--- src/rtl/ifetch_buf_if.sv ---
// Fetch-side bundle: redirect control, instruction-memory request/response,
// and the decoded-instruction handshake toward decode.
interface ifetch_buf_if;
  logic        redirect;
  logic [31:0] redirect_pc;
  logic        imem_req;
  logic [31:0] imem_addr;
  logic        imem_rdy;
  logic        imem_rvalid;
  logic [31:0] imem_rdata;
  logic        instr_valid;
  logic        instr_ready;
  logic [31:0] instr;
  logic [31:0] instr_pc;

  modport master (
    input  redirect, redirect_pc,
    output imem_req, imem_addr,
    input  imem_rdy, imem_rvalid, imem_rdata,
    output instr_valid, instr, instr_pc,
    input  instr_ready
  );

  modport slave (
    output redirect, redirect_pc,
    input  imem_req, imem_addr,
    output imem_rdy, imem_rvalid, imem_rdata,
    input  instr_valid, instr, instr_pc,
    output instr_ready
  );
endinterface

--- src/rtl/ifetch_buf.sv ---
// Instruction prefetch buffer: credit-limited in-order fetch, registered queue,
// redirect flush with stale-response discard. IFETCH_STATS_EN adds perf_stall_cnt.
module ifetch_buf #(
  parameter logic [31:0] RESET_PC = 32'h0000_0000,
  parameter int          DEPTH    = 4
) (
  input  logic         clk,
  input  logic         rst_n,
  ifetch_buf_if.master bus
`ifdef IFETCH_STATS_EN
  ,
  output logic [31:0]  perf_stall_cnt
`endif
);
  localparam int DATA_W = 32;
  localparam int PTR_W  = $clog2(DEPTH);
  localparam int CNT_W  = PTR_W + 1;
  localparam int SUM_W  = CNT_W + 1;

  logic [DATA_W-1:0] fetch_pc;
  logic [DATA_W-1:0] resp_pc;
  logic [CNT_W-1:0]  q_count;
  logic [CNT_W-1:0]  q_count_nxt;
  logic [CNT_W-1:0]  outstanding;
  logic [CNT_W-1:0]  outstanding_nxt;
  logic [CNT_W-1:0]  discard;
  logic [CNT_W-1:0]  discard_nxt;
  logic [PTR_W-1:0]  rd_ptr;
  logic [PTR_W-1:0]  wr_ptr;
  logic [DATA_W-1:0] q_word [DEPTH];
  logic [DATA_W-1:0] q_pc   [DEPTH];

  logic credit_ok;
  logic req;
  logic accept;
  logic resp_hit;
  logic resp_drop;
  logic resp_take;
  logic push;
  logic head_valid;
  logic pop;

  // Credits cover both queued words and in-flight requests, so the queue can never overflow.
  always_comb begin
    credit_ok  = (SUM_W'(q_count) + SUM_W'(outstanding)) < SUM_W'(DEPTH);
    req        = rst_n && credit_ok && (discard == '0) && !bus.redirect;
    accept     = req && bus.imem_rdy;
    resp_hit   = bus.imem_rvalid && ((discard != '0) || (outstanding != '0));
    resp_drop  = bus.imem_rvalid && (discard != '0);
    resp_take  = bus.imem_rvalid && (discard == '0) && (outstanding != '0);
    push       = resp_take && !bus.redirect;
    head_valid = (q_count != '0) && !bus.redirect;
    pop        = head_valid && bus.instr_ready;
  end

  always_comb begin
    q_count_nxt     = q_count;
    outstanding_nxt = outstanding;
    discard_nxt     = discard;
    if (bus.redirect) begin
      // Everything still in flight becomes stale; a response landing now is dropped on the spot.
      q_count_nxt     = '0;
      outstanding_nxt = '0;
      discard_nxt     = discard + outstanding - CNT_W'(resp_hit);
    end else begin
      case ({push, pop})
        2'b10:   q_count_nxt = q_count + CNT_W'(1);
        2'b01:   q_count_nxt = q_count - CNT_W'(1);
        default: q_count_nxt = q_count;
      endcase
      case ({accept, resp_take})
        2'b10:   outstanding_nxt = outstanding + CNT_W'(1);
        2'b01:   outstanding_nxt = outstanding - CNT_W'(1);
        default: outstanding_nxt = outstanding;
      endcase
      if (resp_drop) begin
        discard_nxt = discard - CNT_W'(1);
      end
    end
  end

  always_ff @(posedge clk or negedge rst_n) begin
    if (!rst_n) begin
      fetch_pc    <= RESET_PC;
      resp_pc     <= RESET_PC;
      q_count     <= '0;
      outstanding <= '0;
      discard     <= '0;
      rd_ptr      <= '0;
      wr_ptr      <= '0;
    end else begin
      q_count     <= q_count_nxt;
      outstanding <= outstanding_nxt;
      discard     <= discard_nxt;
      if (bus.redirect) begin
        fetch_pc <= bus.redirect_pc;
        resp_pc  <= bus.redirect_pc;
        rd_ptr   <= '0;
        wr_ptr   <= '0;
      end else begin
        if (accept) begin
          fetch_pc <= fetch_pc + 32'd4;
        end
        if (push) begin
          resp_pc <= resp_pc + 32'd4;
          wr_ptr  <= wr_ptr + PTR_W'(1);
        end
        if (pop) begin
          rd_ptr <= rd_ptr + PTR_W'(1);
        end
      end
    end
  end

  // Queue storage carries no reset; occupancy alone qualifies the head.
  always_ff @(posedge clk) begin
    if (push) begin
      q_word[wr_ptr] <= bus.imem_rdata;
      q_pc[wr_ptr]   <= resp_pc;
    end
  end

  assign bus.imem_req    = req;
  assign bus.imem_addr   = fetch_pc;
  assign bus.instr_valid = head_valid;
  assign bus.instr       = (q_count != '0) ? q_word[rd_ptr] : '0;
  assign bus.instr_pc    = (q_count != '0) ? q_pc[rd_ptr]   : resp_pc;

  a_no_overflow: assert property (@(posedge clk) disable iff (!rst_n)
    !(push && !pop && (q_count == CNT_W'(DEPTH))));

  a_credit_bound: assert property (@(posedge clk) disable iff (!rst_n)
    (SUM_W'(q_count) + SUM_W'(outstanding)) <= SUM_W'(DEPTH));

`ifdef IFETCH_STATS_EN
  function automatic logic [31:0] sat_inc(input logic [31:0] v);
    return (v == 32'hFFFF_FFFF) ? v : v + 32'd1;
  endfunction

  // Decode wanted a word but none was presented, redirect cycles included.
  always_ff @(posedge clk or negedge rst_n) begin
    if (!rst_n) begin
      perf_stall_cnt <= '0;
    end else if (bus.instr_ready && !head_valid) begin
      perf_stall_cnt <= sat_inc(perf_stall_cnt);
    end
  end
`endif

endmodule
--- src/flat_wrapper.sv ---
// flat-port wrapper written by rule: the top's interface ports become plain ports
module ifetch_buf_flat 
#(
  parameter logic [31:0] RESET_PC = 32'h0000_0000,
  parameter int          DEPTH    = 4
)
  (clk, rst_n, bus_redirect, bus_redirect_pc, bus_imem_req, bus_imem_addr, bus_imem_rdy, bus_imem_rvalid, bus_imem_rdata, bus_instr_valid, bus_instr, bus_instr_pc, bus_instr_ready);
  ifetch_buf_if bus_i ();
  input  logic clk;
  input  logic rst_n;
  input wire logic [$bits(bus_i.redirect)-1:0] bus_redirect;
  input wire logic [$bits(bus_i.redirect_pc)-1:0] bus_redirect_pc;
  output wire logic [$bits(bus_i.imem_req)-1:0] bus_imem_req;
  output wire logic [$bits(bus_i.imem_addr)-1:0] bus_imem_addr;
  input wire logic [$bits(bus_i.imem_rdy)-1:0] bus_imem_rdy;
  input wire logic [$bits(bus_i.imem_rvalid)-1:0] bus_imem_rvalid;
  input wire logic [$bits(bus_i.imem_rdata)-1:0] bus_imem_rdata;
  output wire logic [$bits(bus_i.instr_valid)-1:0] bus_instr_valid;
  output wire logic [$bits(bus_i.instr)-1:0] bus_instr;
  output wire logic [$bits(bus_i.instr_pc)-1:0] bus_instr_pc;
  input wire logic [$bits(bus_i.instr_ready)-1:0] bus_instr_ready;
  assign bus_i.redirect = bus_redirect;
  assign bus_i.redirect_pc = bus_redirect_pc;
  assign bus_imem_req = bus_i.imem_req;
  assign bus_imem_addr = bus_i.imem_addr;
  assign bus_i.imem_rdy = bus_imem_rdy;
  assign bus_i.imem_rvalid = bus_imem_rvalid;
  assign bus_i.imem_rdata = bus_imem_rdata;
  assign bus_instr_valid = bus_i.instr_valid;
  assign bus_instr = bus_i.instr;
  assign bus_instr_pc = bus_i.instr_pc;
  assign bus_i.instr_ready = bus_instr_ready;
  ifetch_buf #(.RESET_PC(RESET_PC), .DEPTH(DEPTH)) u_core (.clk(clk), .rst_n(rst_n), .bus(bus_i));
endmodule
--- config.mk ---
export PLATFORM = sky130hd
export DESIGN_NAME = ifetch_buf_flat
export DESIGN_NICKNAME = d
export VERILOG_FILES = /design/src/rtl/ifetch_buf_if.sv /design/src/rtl/ifetch_buf.sv /design/src/flat_wrapper.sv
export SDC_FILE = /design/constraint.sdc
export NUM_CORES = 1
export LEC_CHECK = 0
export CORE_MARGIN = 3
export CORE_UTILIZATION = 35
export CTS_BUF_LIST = sky130_fd_sc_hd__clkbuf_4 sky130_fd_sc_hd__clkbuf_8 sky130_fd_sc_hd__clkbuf_16
export CTS_CLUSTER_DIAMETER = 120
export CTS_CLUSTER_SIZE = 28
export DETAILED_ROUTE_END_ITERATION = 8
export GPL_TIMING_DRIVEN = 0
export PLACE_DENSITY_LB_ADDON = 0.08
export SYNTH_ARGS = -nofsm -noshare
export SYNTH_HDL_FRONTEND = slang
export SYNTH_SLANG_ARGS = --single-unit
export TNS_END_PERCENT = 20
--- constraint.sdc ---
create_clock -name clk -period 5.2 [get_ports clk]
set_input_delay 1.3 -clock clk [delete_from_list [all_inputs] [get_ports clk]]
set_output_delay 1.3 -clock clk [all_outputs]
set_load 0.03 [all_outputs]
==> reports/results.txt <==
Post-CTS setup buffer count - 0
First-pass GRT wire length - 56900 um
Pin count of the biggest net entering global routing - 65
Starting DRT DRC Count - 496
Via count - 8684
Skew final - 0.0499 ns
Critical Path Sink Type - output pin
Initial core utilization - 0.358
Layer with the highest usage after global routing - met2
Final core occ - 0.431
Number of diodes - 0
Status - completed
Count of buffer and inverter cells on the critical path - 4
Worst-path maximum fanout - 19
DP Worst Slack - -0.675 ns
Number of distinct standard cells referenced by the synthesized netlist - 50
Most frequent cells in the layout - sky130_fd_sc_hd__edfxtp_1, sky130_fd_sc_hd__clkdlybuf4s50_1, sky130_fd_sc_hd__nand2_1
Area of the placeable core - 0.0401 mm2
Number of warnings printed during yosys synthesis - 0
Count of mapped cells out of synthesis - 959
P_leak - 5.82 nW
Slowest Stage Delay on Critical Path - 0.78 ns
Combined area of all synthesized cells - 0.0143 mm2
Top Family by Delay on Critical Path - buffers and inverters
Share of post-route cells with drive strength above 1 - 0.112
Multi-input logic area - 0.00446 mm2
CP max-delay cell - sky130_fd_sc_hd__clkdlybuf4s50_1
CTS tree - done
Syn Nets - 1045
Slew Limit Headroom - 0.378
Sw Share - 0.311
Hold-fix buffers, CTS - 0
Top-level port count - 168
Number of endpoints failing setup at the final stage - 0
Leading cell type in the layout, fill and taps excluded - sky130_fd_sc_hd__edfxtp_1
Floorplan row count - 73
Post-synthesis average cell area - 15.0 um2
Count of fill cells added during filler insertion - 3709
Fin. Hold Viols - 0
Total power density per cell area - 355 mW/mm2
Non-filler instance count after layout - 1681
Post-synthesis to final-layout area growth - 20.4%
RSZ-0062 raised after global routing - no
Final nets - 1233
Critical path launch point type - primary input
Max rail drop VDD - 0.000170 V
Routed Wire Length - 36700 um
Kind of critical path - primary input to output pin
CTS Root Cell - sky130_fd_sc_hd__clkbuf_16
Switching power summed over all nets - 1.91 mW
FF+latch area - 0.00961 mm2
Internal portion of total power - 4.22 mW
Global-route met2 utilization - 0.282
Number of global-route vias before repair - 9144
Final weighted congestion in routability-driven placement - 0.785
Post-route ant nets - 0
Placed cell count - 1656
Most common flop cell mapped by yosys - sky130_fd_sc_hd__edfxtp_1
EDFF count, synth - 256
Clock buffer depth - 3
Top cell by count, worst path - sky130_fd_sc_hd__clkdlybuf4s50_1
Routed via count divided by cell count - 5.17
Hpwl dp - 24900 um
Async S/R FF share, synth - 0.231
Final TNS setup - 0 ns
Met3 layer usage reported by global route - 0.0220
Count of maximum capacitance violations - 0
Register bit count reported by yosys - 333
Min-Delay Path Class - flop to flop
Power share of the sequential group - 0.500
Final worst setup slack - 0.196 ns
Combinational fraction of design power - 0.269
DRC errors left - 0
GRT Util Overall - 0.168
Highest clock frequency the design can meet - 0.200 GHz
Final Max Slew Viols - 0
Global routing usage on met1 - 0.239
Die X-Extent - 208 um
Num CTS Buffers - 15
Source-to-sink clock delay at the later pin of the worst-skew pair - 0.54 ns
Max H-tree Level - 1
List of cells traversed by the critical path - clkdlybuf4s50_1 -> clkbuf_2 -> buf_2 -> nor2_1 -> clkdlybuf4s50_1
Clock sink count - 333
Total grt overflow - 0
Router iterations before antenna repair - 5
Worst-Margin Slew - 0.926 ns
Critical path arrival - 3.70 ns
Antenna violations before repair - 0
Clock share of power - 0.231
DIE HEIGHT - 208 um
Clk pin slew, worst setup/hold paths - 0.11 ns
Req. time, crit path - 3.90 ns
Final worst path period share - 0.962
Final min period - 5.00 ns
Die Outline Area - 0.0435 mm2
Sequential element share of the synthesized area - 0.670
Average wire per cell in the routed design - 21.8 um
Input/output buffers - 167
## registers in the layout, summed over array words and instances, names as in the netlist
| name | flops |
|---|---|
| u_core.rd_ptr | 2 |
| u_core.q_word | 128 |
| u_core.resp_pc | 32 |
| u_core.wr_ptr | 2 |
| u_core.q_pc | 128 |
| u_core.discard | 3 |
| u_core.outstanding | 3 |
| u_core.q_count | 3 |
| u_core.bus.imem_addr | 32 |
## cell type report
type,instances,share of cell area
multi-input cells,554,0.258
well taps,525,0.0380
inverters,25,0.00543
clock buffers,24,0.0256
repair buffers,172,0.104
flip-flops and latches,333,0.556
plain buffers,46,0.0113
clock inverters,2,0.000797
## power by group through the flow
| stage | Combinational, mW | Clock, mW | Sequential [mW] |
|---|---|---|---|
| after floorplan | 0.935 | 0 | 3.13 |
| after global placement | 1.68 | 0 | 3.12 |
| after detailed placement | 1.68 | 0 | 3.12 |
| after CTS | 1.69 | 1.48 | 3.06 |
| after global routing | 1.78 | 1.56 | 3.08 |
| final | 1.65 | 1.42 | 3.06 |
## routing by layer
metal | part of all wire | vias to the layer above | wire (um)
met5 | 0 | - | 0
met4 | 0.012 | 0 | 451
met1 | 0.46 | 4454 | 16900
met2 | 0.48 | 220 | 17700
li1 | - | 3989 | -
met3 | 0.044 | 21 | 1610
## synth_stat cells, types with 16 or more instances
library cell / n / area share
sky130_fd_sc_hd__and2_1: 40 / 0.017
sky130_fd_sc_hd__clkbuf_1: 32 / 0.0084
sky130_fd_sc_hd__dfrtp_1: 77 / 0.13
sky130_fd_sc_hd__edfxtp_1: 256 / 0.54
sky130_fd_sc_hd__inv_1: 24 / 0.0063
sky130_fd_sc_hd__mux4_2: 64 / 0.10
sky130_fd_sc_hd__nand2_1: 141 / 0.037
sky130_fd_sc_hd__nand3_1: 30 / 0.010
sky130_fd_sc_hd__nand4_1: 25 / 0.011
sky130_fd_sc_hd__nor2_1: 29 / 0.0076
sky130_fd_sc_hd__o211ai_1: 16 / 0.0084
sky130_fd_sc_hd__o21ai_0: 37 / 0.013
sky130_fd_sc_hd__xnor2_1: 28 / 0.017
## path summary, 6_finish.rpt
check / end / cells after the start / slack (ns) / from
hold / removal: u_core.q_pc[1][0] / 0 / 0.54 / u_core.resp_pc[0]
max in group asynchronous: u_core.resp_pc[11] / 2 / 3.92 / rst_n
setup / recovery: bus_instr_valid / 5 / 0.20 / bus_redirect
hold reg to reg: u_core.q_pc[1][0] / 0 / 0.54 / u_core.resp_pc[0]
setup reg to reg: u_core.outstanding[2] / 10 / 2.05 / u_core.outstanding[2]
min in group asynchronous: u_core.bus.imem_addr[27] / 1 / 0.62 / rst_n
## timing repair
action                                  CTS  global route
hold endpoints to repair                  0             0
gates resized for setup                   2             0
endpoints found under the setup margin    1             0
## cell families after synthesis
kind of cell,Yosys count,share of synthesized area
AO/OA/AOI/OAI,92,0.0401
adder cells (fa/ha/maj),16,0.0155
XOR/XNOR,42,0.0256
buffers and inverters,72,0.0202
AND/OR/NAND/NOR,329,0.120
multiplexers,75,0.109
flip-flops,333,0.670
## worst reg2reg max path: stages, from the launching register on
cell and delay [ns]:
sky130_fd_sc_hd__dfrtp_1 0.48, sky130_fd_sc_hd__ha_1 0.32, sky130_fd_sc_hd__nor3b_1 0.44, sky130_fd_sc_hd__and4_1 0.25, sky130_fd_sc_hd__buf_2 0.22, sky130_fd_sc_hd__buf_2 0.29
sky130_fd_sc_hd__nor2_1 0.08, sky130_fd_sc_hd__fa_1 0.39, sky130_fd_sc_hd__nor3_1 0.26, sky130_fd_sc_hd__o21ai_0 0.13, sky130_fd_sc_hd__nor3b_1 0.15
## stage by stage
step / power [mW] / cell area [um2] / hold slack (ns)
5_1_grt: 6.42 / 17300 / 0.577
2_1_floorplan: 4.07 / 14300 / 0.474
3_5_place_dp: 4.80 / 16800 / 0.515
6_report: 6.13 / 17300 / 0.541
3_3_place_gp: 4.80 / 16700 / 0.517
4_1_cts: 6.23 / 17300 / 0.543
Power figures use the tool's default switching activity.
